--- src/rtl/dsp_capture_sequencer_if.sv ---
// Bus bundle for dsp_capture_sequencer: AHB-lite register port, raw sample stream in/out, chain-output monitor, sync and irq.
// Latency: n/a (wiring only).
// Backpressure: the raw source is never stalled; the chain applies backpressure through tready_m.
// slave  = sequencer side, master = system / testbench side.
interface dsp_capture_sequencer_if #(
    parameter int DW = 32
);
    logic [31:0]   haddr_s;
    logic [2:0]    hburst_s;
    logic [2:0]    hsize_s;
    logic [1:0]    htrans_s;
    logic [31:0]   hwdata_s;
    logic          hwrite_s;
    logic          hsel_s;
    logic [31:0]   hrdata_s;
    logic          hreadyout_s;
    logic          hresp_s;
    logic [DW-1:0] tdata_s;
    logic          tvalid_s;
    logic          tready_s;
    logic [DW-1:0] tdata_m;
    logic          tvalid_m;
    logic          tready_m;
    logic          tlast_mon;
    logic          tvalid_mon;
    logic          tready_mon;
    logic          sync_m;
    logic          irq;

    modport slave (
        input  haddr_s, hburst_s, hsize_s, htrans_s, hwdata_s, hwrite_s, hsel_s,
        output hrdata_s, hreadyout_s, hresp_s,
        input  tdata_s, tvalid_s,
        output tready_s,
        output tdata_m, tvalid_m,
        input  tready_m,
        input  tlast_mon, tvalid_mon, tready_mon,
        output sync_m, irq
    );

    modport master (
        output haddr_s, hburst_s, hsize_s, htrans_s, hwdata_s, hwrite_s, hsel_s,
        input  hrdata_s, hreadyout_s, hresp_s,
        output tdata_s, tvalid_s,
        input  tready_s,
        input  tdata_m, tvalid_m,
        output tready_m,
        output tlast_mon, tvalid_mon, tready_mon,
        input  sync_m, irq
    );
endinterface

--- src/rtl/dsp_capture_sequencer.sv ---
// AHB-programmed capture sequencer: gates raw samples into the DSP chain, pulses frame sync, counts finished spectra.
// Latency: START data-phase edge N -> sync_m during cycle N+1 -> gate open from N+2; irq one cycle after its flag.
// Backpressure: source never stalled (tready_s=1); samples refused by the chain while running are dropped and counted.
// Ports: clk/reset_n/ce plain; bus (slave modport) carries AHB regs, stream in/out, chain monitor, sync_m, irq.
module dsp_capture_sequencer #(
    parameter int DW    = 32,
    parameter int CNT_W = 16
) (
    input  logic                   clk,
    input  logic                   reset_n,
    input  logic                   ce,
    dsp_capture_sequencer_if.slave bus
);
    typedef enum logic [1:0] {IDLE = 2'd0, ARM = 2'd1, RUN = 2'd2, FLUSH = 2'd3} state_t;

    state_t             state_q, state_d;
    logic [2:0]         addr_q;
    logic               wr_q;
    logic               cont_q, done_ie_q, ovf_ie_q;
    logic [CNT_W-1:0]   frame_tgt_q, frames_done_q, drop_cnt_q;
    logic               done_q, ovf_q, irq_q;
    logic [10:0]        flush_cnt_q;
    logic               gate_open, sync_pulse;
    logic [31:0]        rdata;

    // Data-phase write decode against the address latched in the previous cycle.
    logic ctrl_wr, tgt_wr, status_wr;
    assign ctrl_wr   = wr_q && (addr_q == 3'd0);
    assign tgt_wr    = wr_q && (addr_q == 3'd1);
    assign status_wr = wr_q && (addr_q == 3'd2);

    // STOP wins over START when both are written together.
    logic start_req, stop_req, start_acc;
    assign start_req = ctrl_wr && bus.hwdata_s[0] && !bus.hwdata_s[1];
    assign stop_req  = ctrl_wr && bus.hwdata_s[1];
    assign start_acc = (state_q == IDLE) && start_req;

    logic             frame_beat, single_mode, tgt_hit, flush_timeout, drop, done_set;
    logic [CNT_W-1:0] fd_inc;
    assign frame_beat    = bus.tvalid_mon && bus.tready_mon && bus.tlast_mon;
    assign fd_inc        = (frames_done_q == '1) ? frames_done_q : frames_done_q + CNT_W'(1);
    // A zero target means "never stop on count", same as continuous mode.
    assign single_mode   = !cont_q && (frame_tgt_q != '0);
    assign tgt_hit       = frame_beat && single_mode && (fd_inc == frame_tgt_q);
    // 2048 consecutive FLUSH cycles without any output beat means nothing is in flight.
    assign flush_timeout = !bus.tvalid_mon && (flush_cnt_q == 11'h7FF);
    assign drop          = (state_q == RUN) && bus.tvalid_s && !bus.tready_m;
    assign done_set      = ((state_q == RUN) && tgt_hit) || ((state_q == FLUSH) && frame_beat);

    // FSM: state register
    always_ff @(posedge clk or negedge reset_n) begin
        if (!reset_n)  state_q <= IDLE;
        else if (ce)   state_q <= state_d;
    end

    // FSM: next state
    always_comb begin
        state_d = state_q;
        case (state_q)
            IDLE:  if (start_req) state_d = ARM;
            ARM:   state_d = RUN;
            RUN:   if (tgt_hit) state_d = IDLE;
                   else if (stop_req) state_d = FLUSH;
            FLUSH: if (frame_beat || flush_timeout) state_d = IDLE;
            default: state_d = IDLE;
        endcase
    end

    // FSM: outputs
    always_comb begin
        gate_open  = (state_q == RUN);
        sync_pulse = (state_q == ARM);
    end

    // Registers, counters and AHB address latch
    always_ff @(posedge clk or negedge reset_n) begin
        if (!reset_n) begin
            addr_q        <= '0;
            wr_q          <= 1'b0;
            cont_q        <= 1'b0;
            done_ie_q     <= 1'b0;
            ovf_ie_q      <= 1'b0;
            frame_tgt_q   <= '0;
            frames_done_q <= '0;
            drop_cnt_q    <= '0;
            done_q        <= 1'b0;
            ovf_q         <= 1'b0;
            irq_q         <= 1'b0;
            flush_cnt_q   <= '0;
        end else if (ce) begin
            // Keep the last address when idle so read data stays stable.
            if (bus.hsel_s && bus.htrans_s[1]) begin
                addr_q <= bus.haddr_s[4:2];
                wr_q   <= bus.hwrite_s;
            end else begin
                wr_q   <= 1'b0;
            end

            if (ctrl_wr) begin
                cont_q    <= bus.hwdata_s[2];
                done_ie_q <= bus.hwdata_s[3];
                ovf_ie_q  <= bus.hwdata_s[4];
            end
            if (tgt_wr) frame_tgt_q <= bus.hwdata_s[CNT_W-1:0];

            if (start_acc)
                frames_done_q <= '0;
            else if (((state_q == RUN) || (state_q == FLUSH)) && frame_beat)
                frames_done_q <= fd_inc;

            if (start_acc)
                drop_cnt_q <= '0;
            else if (drop && (drop_cnt_q != '1))
                drop_cnt_q <= drop_cnt_q + CNT_W'(1);

            // Hardware set beats a simultaneous W1C.
            done_q <= !start_acc && (done_set || (done_q && !(status_wr && bus.hwdata_s[2])));
            ovf_q  <= drop || (ovf_q && !(status_wr && bus.hwdata_s[3]));

            flush_cnt_q <= ((state_q != FLUSH) || bus.tvalid_mon) ? 11'd0 : flush_cnt_q + 11'd1;
            irq_q       <= (done_q && done_ie_q) || (ovf_q && ovf_ie_q);
        end
    end

    always_comb begin
        rdata = 32'd0;
        case (addr_q)
            3'd0: rdata = {27'd0, ovf_ie_q, done_ie_q, cont_q, 2'b00};
            3'd1: rdata = 32'(frame_tgt_q);
            3'd2: rdata = {28'd0, ovf_q, done_q, state_q};
            3'd3: rdata = 32'(frames_done_q);
            3'd4: rdata = 32'(drop_cnt_q);
            default: rdata = 32'd0;
        endcase
    end

    assign bus.hrdata_s    = rdata;
    assign bus.hreadyout_s = 1'b1;
    assign bus.hresp_s     = 1'b0;
    assign bus.tready_s    = 1'b1;
    assign bus.tdata_m     = DW'(bus.tdata_s);
    // Gate follows the current state even while ce is low.
    assign bus.tvalid_m    = bus.tvalid_s && gate_open;
    assign bus.sync_m      = sync_pulse;
    assign bus.irq         = irq_q;

    logic unused_ok;
    assign unused_ok = &{1'b0, bus.haddr_s[31:5], bus.haddr_s[1:0], bus.hburst_s,
                         bus.hsize_s, bus.htrans_s[0], bus.hwdata_s};
endmodule

--- src/flat_wrapper.sv ---
// flat-port wrapper written by rule: the top's interface ports become plain ports
module dsp_capture_sequencer_flat 
#(
    parameter int DW    = 32,
    parameter int CNT_W = 16
)
  (clk, reset_n, ce, bus_haddr_s, bus_hburst_s, bus_hsize_s, bus_htrans_s, bus_hwdata_s, bus_hwrite_s, bus_hsel_s, bus_hrdata_s, bus_hreadyout_s, bus_hresp_s, bus_tdata_s, bus_tvalid_s, bus_tready_s, bus_tdata_m, bus_tvalid_m, bus_tready_m, bus_tlast_mon, bus_tvalid_mon, bus_tready_mon, bus_sync_m, bus_irq);
  dsp_capture_sequencer_if #(.DW(DW)) bus_i ();
  input  logic clk;
  input  logic reset_n;
  input  logic ce;
  input wire logic [$bits(bus_i.haddr_s)-1:0] bus_haddr_s;
  input wire logic [$bits(bus_i.hburst_s)-1:0] bus_hburst_s;
  input wire logic [$bits(bus_i.hsize_s)-1:0] bus_hsize_s;
  input wire logic [$bits(bus_i.htrans_s)-1:0] bus_htrans_s;
  input wire logic [$bits(bus_i.hwdata_s)-1:0] bus_hwdata_s;
  input wire logic [$bits(bus_i.hwrite_s)-1:0] bus_hwrite_s;
  input wire logic [$bits(bus_i.hsel_s)-1:0] bus_hsel_s;
  output wire logic [$bits(bus_i.hrdata_s)-1:0] bus_hrdata_s;
  output wire logic [$bits(bus_i.hreadyout_s)-1:0] bus_hreadyout_s;
  output wire logic [$bits(bus_i.hresp_s)-1:0] bus_hresp_s;
  input wire logic [$bits(bus_i.tdata_s)-1:0] bus_tdata_s;
  input wire logic [$bits(bus_i.tvalid_s)-1:0] bus_tvalid_s;
  output wire logic [$bits(bus_i.tready_s)-1:0] bus_tready_s;
  output wire logic [$bits(bus_i.tdata_m)-1:0] bus_tdata_m;
  output wire logic [$bits(bus_i.tvalid_m)-1:0] bus_tvalid_m;
  input wire logic [$bits(bus_i.tready_m)-1:0] bus_tready_m;
  input wire logic [$bits(bus_i.tlast_mon)-1:0] bus_tlast_mon;
  input wire logic [$bits(bus_i.tvalid_mon)-1:0] bus_tvalid_mon;
  input wire logic [$bits(bus_i.tready_mon)-1:0] bus_tready_mon;
  output wire logic [$bits(bus_i.sync_m)-1:0] bus_sync_m;
  output wire logic [$bits(bus_i.irq)-1:0] bus_irq;
  assign bus_i.haddr_s = bus_haddr_s;
  assign bus_i.hburst_s = bus_hburst_s;
  assign bus_i.hsize_s = bus_hsize_s;
  assign bus_i.htrans_s = bus_htrans_s;
  assign bus_i.hwdata_s = bus_hwdata_s;
  assign bus_i.hwrite_s = bus_hwrite_s;
  assign bus_i.hsel_s = bus_hsel_s;
  assign bus_hrdata_s = bus_i.hrdata_s;
  assign bus_hreadyout_s = bus_i.hreadyout_s;
  assign bus_hresp_s = bus_i.hresp_s;
  assign bus_i.tdata_s = bus_tdata_s;
  assign bus_i.tvalid_s = bus_tvalid_s;
  assign bus_tready_s = bus_i.tready_s;
  assign bus_tdata_m = bus_i.tdata_m;
  assign bus_tvalid_m = bus_i.tvalid_m;
  assign bus_i.tready_m = bus_tready_m;
  assign bus_i.tlast_mon = bus_tlast_mon;
  assign bus_i.tvalid_mon = bus_tvalid_mon;
  assign bus_i.tready_mon = bus_tready_mon;
  assign bus_sync_m = bus_i.sync_m;
  assign bus_irq = bus_i.irq;
  dsp_capture_sequencer #(.DW(DW), .CNT_W(CNT_W)) u_core (.clk(clk), .reset_n(reset_n), .ce(ce), .bus(bus_i));
endmodule
--- config.mk ---
export PLATFORM = sky130hd
export DESIGN_NAME = dsp_capture_sequencer_flat
export DESIGN_NICKNAME = d
export VERILOG_FILES = /design/src/rtl/dsp_capture_sequencer_if.sv /design/src/rtl/dsp_capture_sequencer.sv /design/src/flat_wrapper.sv
export SDC_FILE = /design/constraint.sdc
export NUM_CORES = 1
export LEC_CHECK = 0
export CAP_MARGIN = 10
export CELL_PAD_IN_SITES_DETAIL_PLACEMENT = 0
export CELL_PAD_IN_SITES_GLOBAL_PLACEMENT = 1
export CORE_MARGIN = 2
export CORE_UTILIZATION = 35
export CTS_CLUSTER_DIAMETER = 40
export DETAILED_ROUTE_END_ITERATION = 10
export GPL_TIMING_DRIVEN = 0
export PLACE_DENSITY = 0.85
export SETUP_SLACK_MARGIN = 0.4
export SLEW_MARGIN = 5
export SYNTH_ARGS = -nofsm -noshare
export SYNTH_HDL_FRONTEND = slang
export SYNTH_SLANG_ARGS = --single-unit
--- constraint.sdc ---
create_clock -name clk -period 6.8 [get_ports clk]
set_input_delay 1.36 -clock clk [delete_from_list [all_inputs] [get_ports clk]]
set_output_delay 1.36 -clock clk [all_outputs]
set_load 0.1 [all_outputs]
# After elaboration in Yosys (flattened, before gate mapping)
# Index checks and enable logic that the tools add are counted.
[word_totals]
output_inout_bits = 70
inputBits = 114
register_bits = 71
[classes]
mux = 13
n_reduce_logical = 52
addsub = 3
eq_ne = 15
[op_table]
columns = ["operator", "n"]
rows = [
  ["16-bit 2-to-1 mux", 5],
  ["16-bit one-hot mux with 5 select lines", 1],
  ["16-bit by 1-bit adder with 16-bit output, second input constant", 2],
  ["1-bit logical AND", 27],
  ["16-bit equality test", 1],
  ["16-bit equality test, second input constant", 1],
  ["16-bit != test, second input constant", 1],
  ["16-bit nonzero test", 1],
  ["11-bit by 1-bit adder with 11-bit output, second input constant", 1],
  ["11-bit equality test, second input constant", 1],
  ["11-bit 2-to-1 mux", 1],
  ["2-bit AND reduction", 5],
  ["2-bit 2-to-1 mux", 4],
  ["2-bit one-hot mux with 4 select lines", 1],
  ["1-bit logical NOT", 7],
  ["1-bit logical OR", 7],
  ["3-bit by 2-bit equality test with 1-bit output, second input constant", 2],
  ["2-bit equality test, second input constant", 2],
  ["2-bit != test, second input constant", 2],
  ["4-bit AND reduction", 1],
  ["2-bit nonzero test", 2],
  ["3-bit by 1-bit equality test with 1-bit output, second input constant", 1],
  ["3-bit equality test, second input constant", 1],
  ["3-bit logical NOT", 1],
  ["5 further kinds", 5],
]

# Longest topological paths before layout
[depth]
ltp_word = 8
mapped_depth = 9
depth_no_buf = 8

# Least setup slack after synthesis
# Ideal clock, no wire load.
[synth_path]
path_type = "reg2out"
startpoint = "reg u_core.addr_q[1]"
endpoint = "out bus_hrdata_s[10]"
arrival_ps = 3171
path_buffers = 2
stages_incl_launch_ff = 5
slack_ps = 2269
required_time_ps = 5440
path_cell_list = "dfrtp_1 clkbuf_1 buf_1 mux2i_1 o21ai_0"
[synth_via]
elab_chain_cells = 2
word_cells_on_any_way = 6
[synth_lines]
columns = ["element", "line_no", "rtl"]
rows = [
  ["start, declared", "dsp_capture_sequencer.sv:17", "logic [2:0] addr_q;"],
  ["start signal, assigned", "dsp_capture_sequencer.sv:93", "addr_q <= bus.haddr_s[4:2];"],
  ["3-bit equality test, or another cell as far along", "dsp_capture_sequencer.sv:127", "case (addr_q)"],
  ["16-bit one-hot mux with 5 select lines *", "dsp_capture_sequencer.sv:127", ""],
  ["end, declared", "flat_wrapper.sv:19", "output wire logic [$bits(bus_i.hrdata_s)-1:0] bus_hrdata_s;"],
]
# Every way passes the cells marked *; elsewhere a longest branch is shown, timed or not.

# Worst setup path after layout
[layout_path]
startpoint = "reg u_core.addr_q[2]"
endpoint = "out bus_hrdata_s[6]"
# Same word-level chain as after synthesis.

==> flow_summary.yaml <==
yosys:
  synth_instances: 538
  post_synth_instance_area_mm2: 0.00489
  ys_top_cells_by_count: "dfrtp_1, buf_4, nor2_1, o21ai_0, nand2_1"
  synth_area_per_cell_um2: 9.10
  synth-warning-count: 0
  synth.yosys.seq_area_share: 0.363
  synth_top_area_frac: 0.363
  synth.largest_area_cell: "dfrtp_1"
  synth_enable_flop_cells: 0
  synthMostInstantiatedCell: "dfrtp_1"
  post_synth_num_cell_types: 58
  ys_dominant_reg_cell: "dfrtp_1"
  async_flop_share: 1.00
  synth.area.top_cells: "dfrtp_1, buf_4, mux2_2"
  ys_ff_latch: 71
timing:
  timing.fmax_ghz: 0.211
  setup_ws_ns: 2.07
  rsz0062_at_grt: "no"
  timing_worst_slew_pin_value_ns: 0.981
  final-max-slew-violation-count: 0
  final.setup_skew_ns: 0.00688
  report.final.setup_viol: 0
  worst_slew_margin_rel: 0.344
  hold-worst-slack_ns: 0.522
  final_hold_viol_count: 0
  setup_tns_final_ns: 0
  final.min_clock_period_ns: 4.73
  min_period_over_period: 0.696
finish:
  final_core_util: 0.460
  layoutNonFillerInstCount: 832
  post-route-cell-area_mm2: 0.00633
  drive_gt1_frac: 0.179
  layout_nets: 764
  antennaDiodeCount: 0
  fillCellCount: 1311
  flow.area_growth_from_synthesis_pct: 29.4
power_and_ir_drop:
  power.density_mw_per_mm2: 271
  p_seq_frac: 0.330
  totalPowerFinal_mw: 1.72
  clkPwrFrac: 0.303
  total_internal_power_mw: 1.03
  combinationalPowerShare: 0.367
  switching_power_mw: 0.686
  power.switching_fraction: 0.399
  max-vdd-ir-drop_v: 0.000149
  power.leakage_nw: 2.71
floorplan:
  floorplan.initialDensity: 0.355
  boundaryPins: 184
  chipHeight_um: 122
  placeable_core_region_mm2: 0.0138
  floorplan.die_area_mm2: 0.0149
  row_count: 43
  die-width_um: 122
routing:
  drc: 0
  drtIter0Drc: 219
  via_count: 4344
  route.detailed.wl_per_inst_um: 16.2
  ant_nets: 0
  viasPerCell: 5.22
  dr.pass1.iters: 5
  route.final.wire_length_um: 13500
placement:
  buffer_ports.inserted: 80
  preCtsSetupSlack_ns: 2.37
  dpl.hpwl_um: 10300
  detailed_place.area_mm2: 0.00601
  post-place-cells: 816
  routabilityCongestion: 0.895
hold_path:
  worst_hold_path_type: "register to register"
clock_tree:
  insertion_delay_ns: 0.34
  number_of_buffers_on_the_longest_clock_path: 2
  clock_transition_time_at_the_flip_flop_clock_pins_of_the_worst_setup_and_hold_paths_ns: 0.06
  cts.sink_count: 71
  postCtsHoldBufs: 0
  cts_inserted_buffers: 9
  cts_root_buffer: "clkbuf_16"
  tritoncts: "built"
  postCtsResizedCells: 0
  cts.repair_timing.setup_buffer_count: 0
  clock_tree.htree_level_count: 3
grt:
  grt_max_degree: 49
  globalRouteOverflowTotal: 0
  grt_pass1_vias: 4206
  globalRouteTotalUtil: 0.183
  grt_antenna_before_repair: 0
  wire_length_of_the_first_global_routing_pass_um: 21300
job:
  timing.max_cap.violations: 0
worst_setup_path:
  critPathLaunchType: "register"
  cp.required_ns: 5.44
  crit_path_end_kind: "output pin"
  cp_class: "register to output pin"
  path_max_fanout: 10
  worst-endpoint-arrival_ns: 3.37
outcome:
  outcome: "completed"
power groups by stage:
| stage | combinational (mW) | clock, mW | sequential, mW |
|---|---|---|---|
| after floorplan | 0.475 | 0 | 0.560 |
| after global placement | 0.615 | 0 | 0.573 |
| after detailed placement | 0.626 | 0 | 0.572 |
| after CTS | 0.630 | 0.528 | 0.565 |
| after global routing | 0.666 | 0.545 | 0.575 |
| final | 0.630 | 0.520 | 0.567 |
kinds of logic (layout without fill, tap and decap cells):
| group | after synthesis | in the layout | share of synthesized area |
|---|---|---|---|
| flops | 71 | 71 | 0.363 |
| simple gates | 206 | 206 | 0.230 |
| other cells | 2 | 19 | 0.00153 |
| fa+ha+maj | 3 | 3 | 0.00767 |
| buf+inv | 85 | 182 | 0.119 |
| xor+xnor | 35 | 35 | 0.0626 |
| mux | 45 | 45 | 0.0984 |
| compound gates | 91 | 91 | 0.117 |
final cells by class:
type,count,area (µm²),share of cell area
plain buffers,79,562,0.0887
multi-input cells,399,2600,0.410
repair buffers,81,826,0.130
flip-flops and latches,71,1780,0.281
inverters,6,22.5,0.00356
clock inverters,5,81.3,0.0128
clock buffers,11,243,0.0383
well taps,180,225,0.0356
flip-flops by register name, indices dropped and copies added (netlist names), 2 cells and up:
name / count
u_core.frames_done_q: 16
u_core.flush_cnt_q: 11
u_core.frame_tgt_q: 16
u_core.addr_q: 3
u_core.drop_cnt_q: 16
u_core.state_q: 2
critical path, cell delays in order (launching register included):
cell	delay, ns
dfrtp_1	0.32
clkbuf_1	0.30
nor2b_1	0.24
nor2b_1	0.38
clkbuf_1	0.40
nand2_1	0.11
o21ai_0	0.11
clkdlybuf4s50_1	1.18
routing by layer:
metal	vias up	track usage	routed length (µm)
met4	0	0.0503	224
met2	129	0.299	6290
met5	-	0	0
met1	2105	0.246	6300
li1	2085	-	-
met3	25	0.0381	671
path summary, 6_finish.rpt:
check	from	end	slack [ns]	cells after the start
min in group asynchronous	reset_n	u_core.addr_q[2]$_DFFE_PN0P_	0.92	1
min	u_core.bus.irq$_DFFE_PN0P_	u_core.bus.irq$_DFFE_PN0P_	0.52	2
max reg2reg	u_core.frames_done_q[0]$_DFFE_PN0P_	u_core.state_q[1]$_DFFE_PN0P_	3.74	8
max in group asynchronous	reset_n	u_core.frames_done_q[15]$_DFFE_PN0P_	5.32	2
max	u_core.addr_q[2]$_DFFE_PN0P_	bus_hrdata_s[6]	2.07	7
min reg2reg	u_core.bus.irq$_DFFE_PN0P_	u_core.bus.irq$_DFFE_PN0P_	0.52	2
cells in the final DEF (no fill, tap or decap), types with 4 or more instances in the layout:
master / instances
xnor2_1: 19
mux2i_1: 20
nor2b_1: 8
dfrtp_1: 71
clkdlybuf4s50_1: 79
a31oi_1: 5
clkbuf_8: 4
xor2_1: 16
nor2_1: 52
buf_4: 54
nor3_1: 10
and4_1: 10
clkbuf_16: 9
conb_1: 19
nand3_1: 22
nand2b_1: 4
inv_1: 6
a21oi_1: 15
clkbuf_1: 15
nand4_1: 21
or3_1: 4
a311oi_1: 4
nand2_1: 37
a22oi_1: 4
and3_1: 13
o31ai_1: 7
o21ai_0: 39
nor4_1: 5
mux2_2: 25
Note: power is estimated with default switching activity, not from simulation.
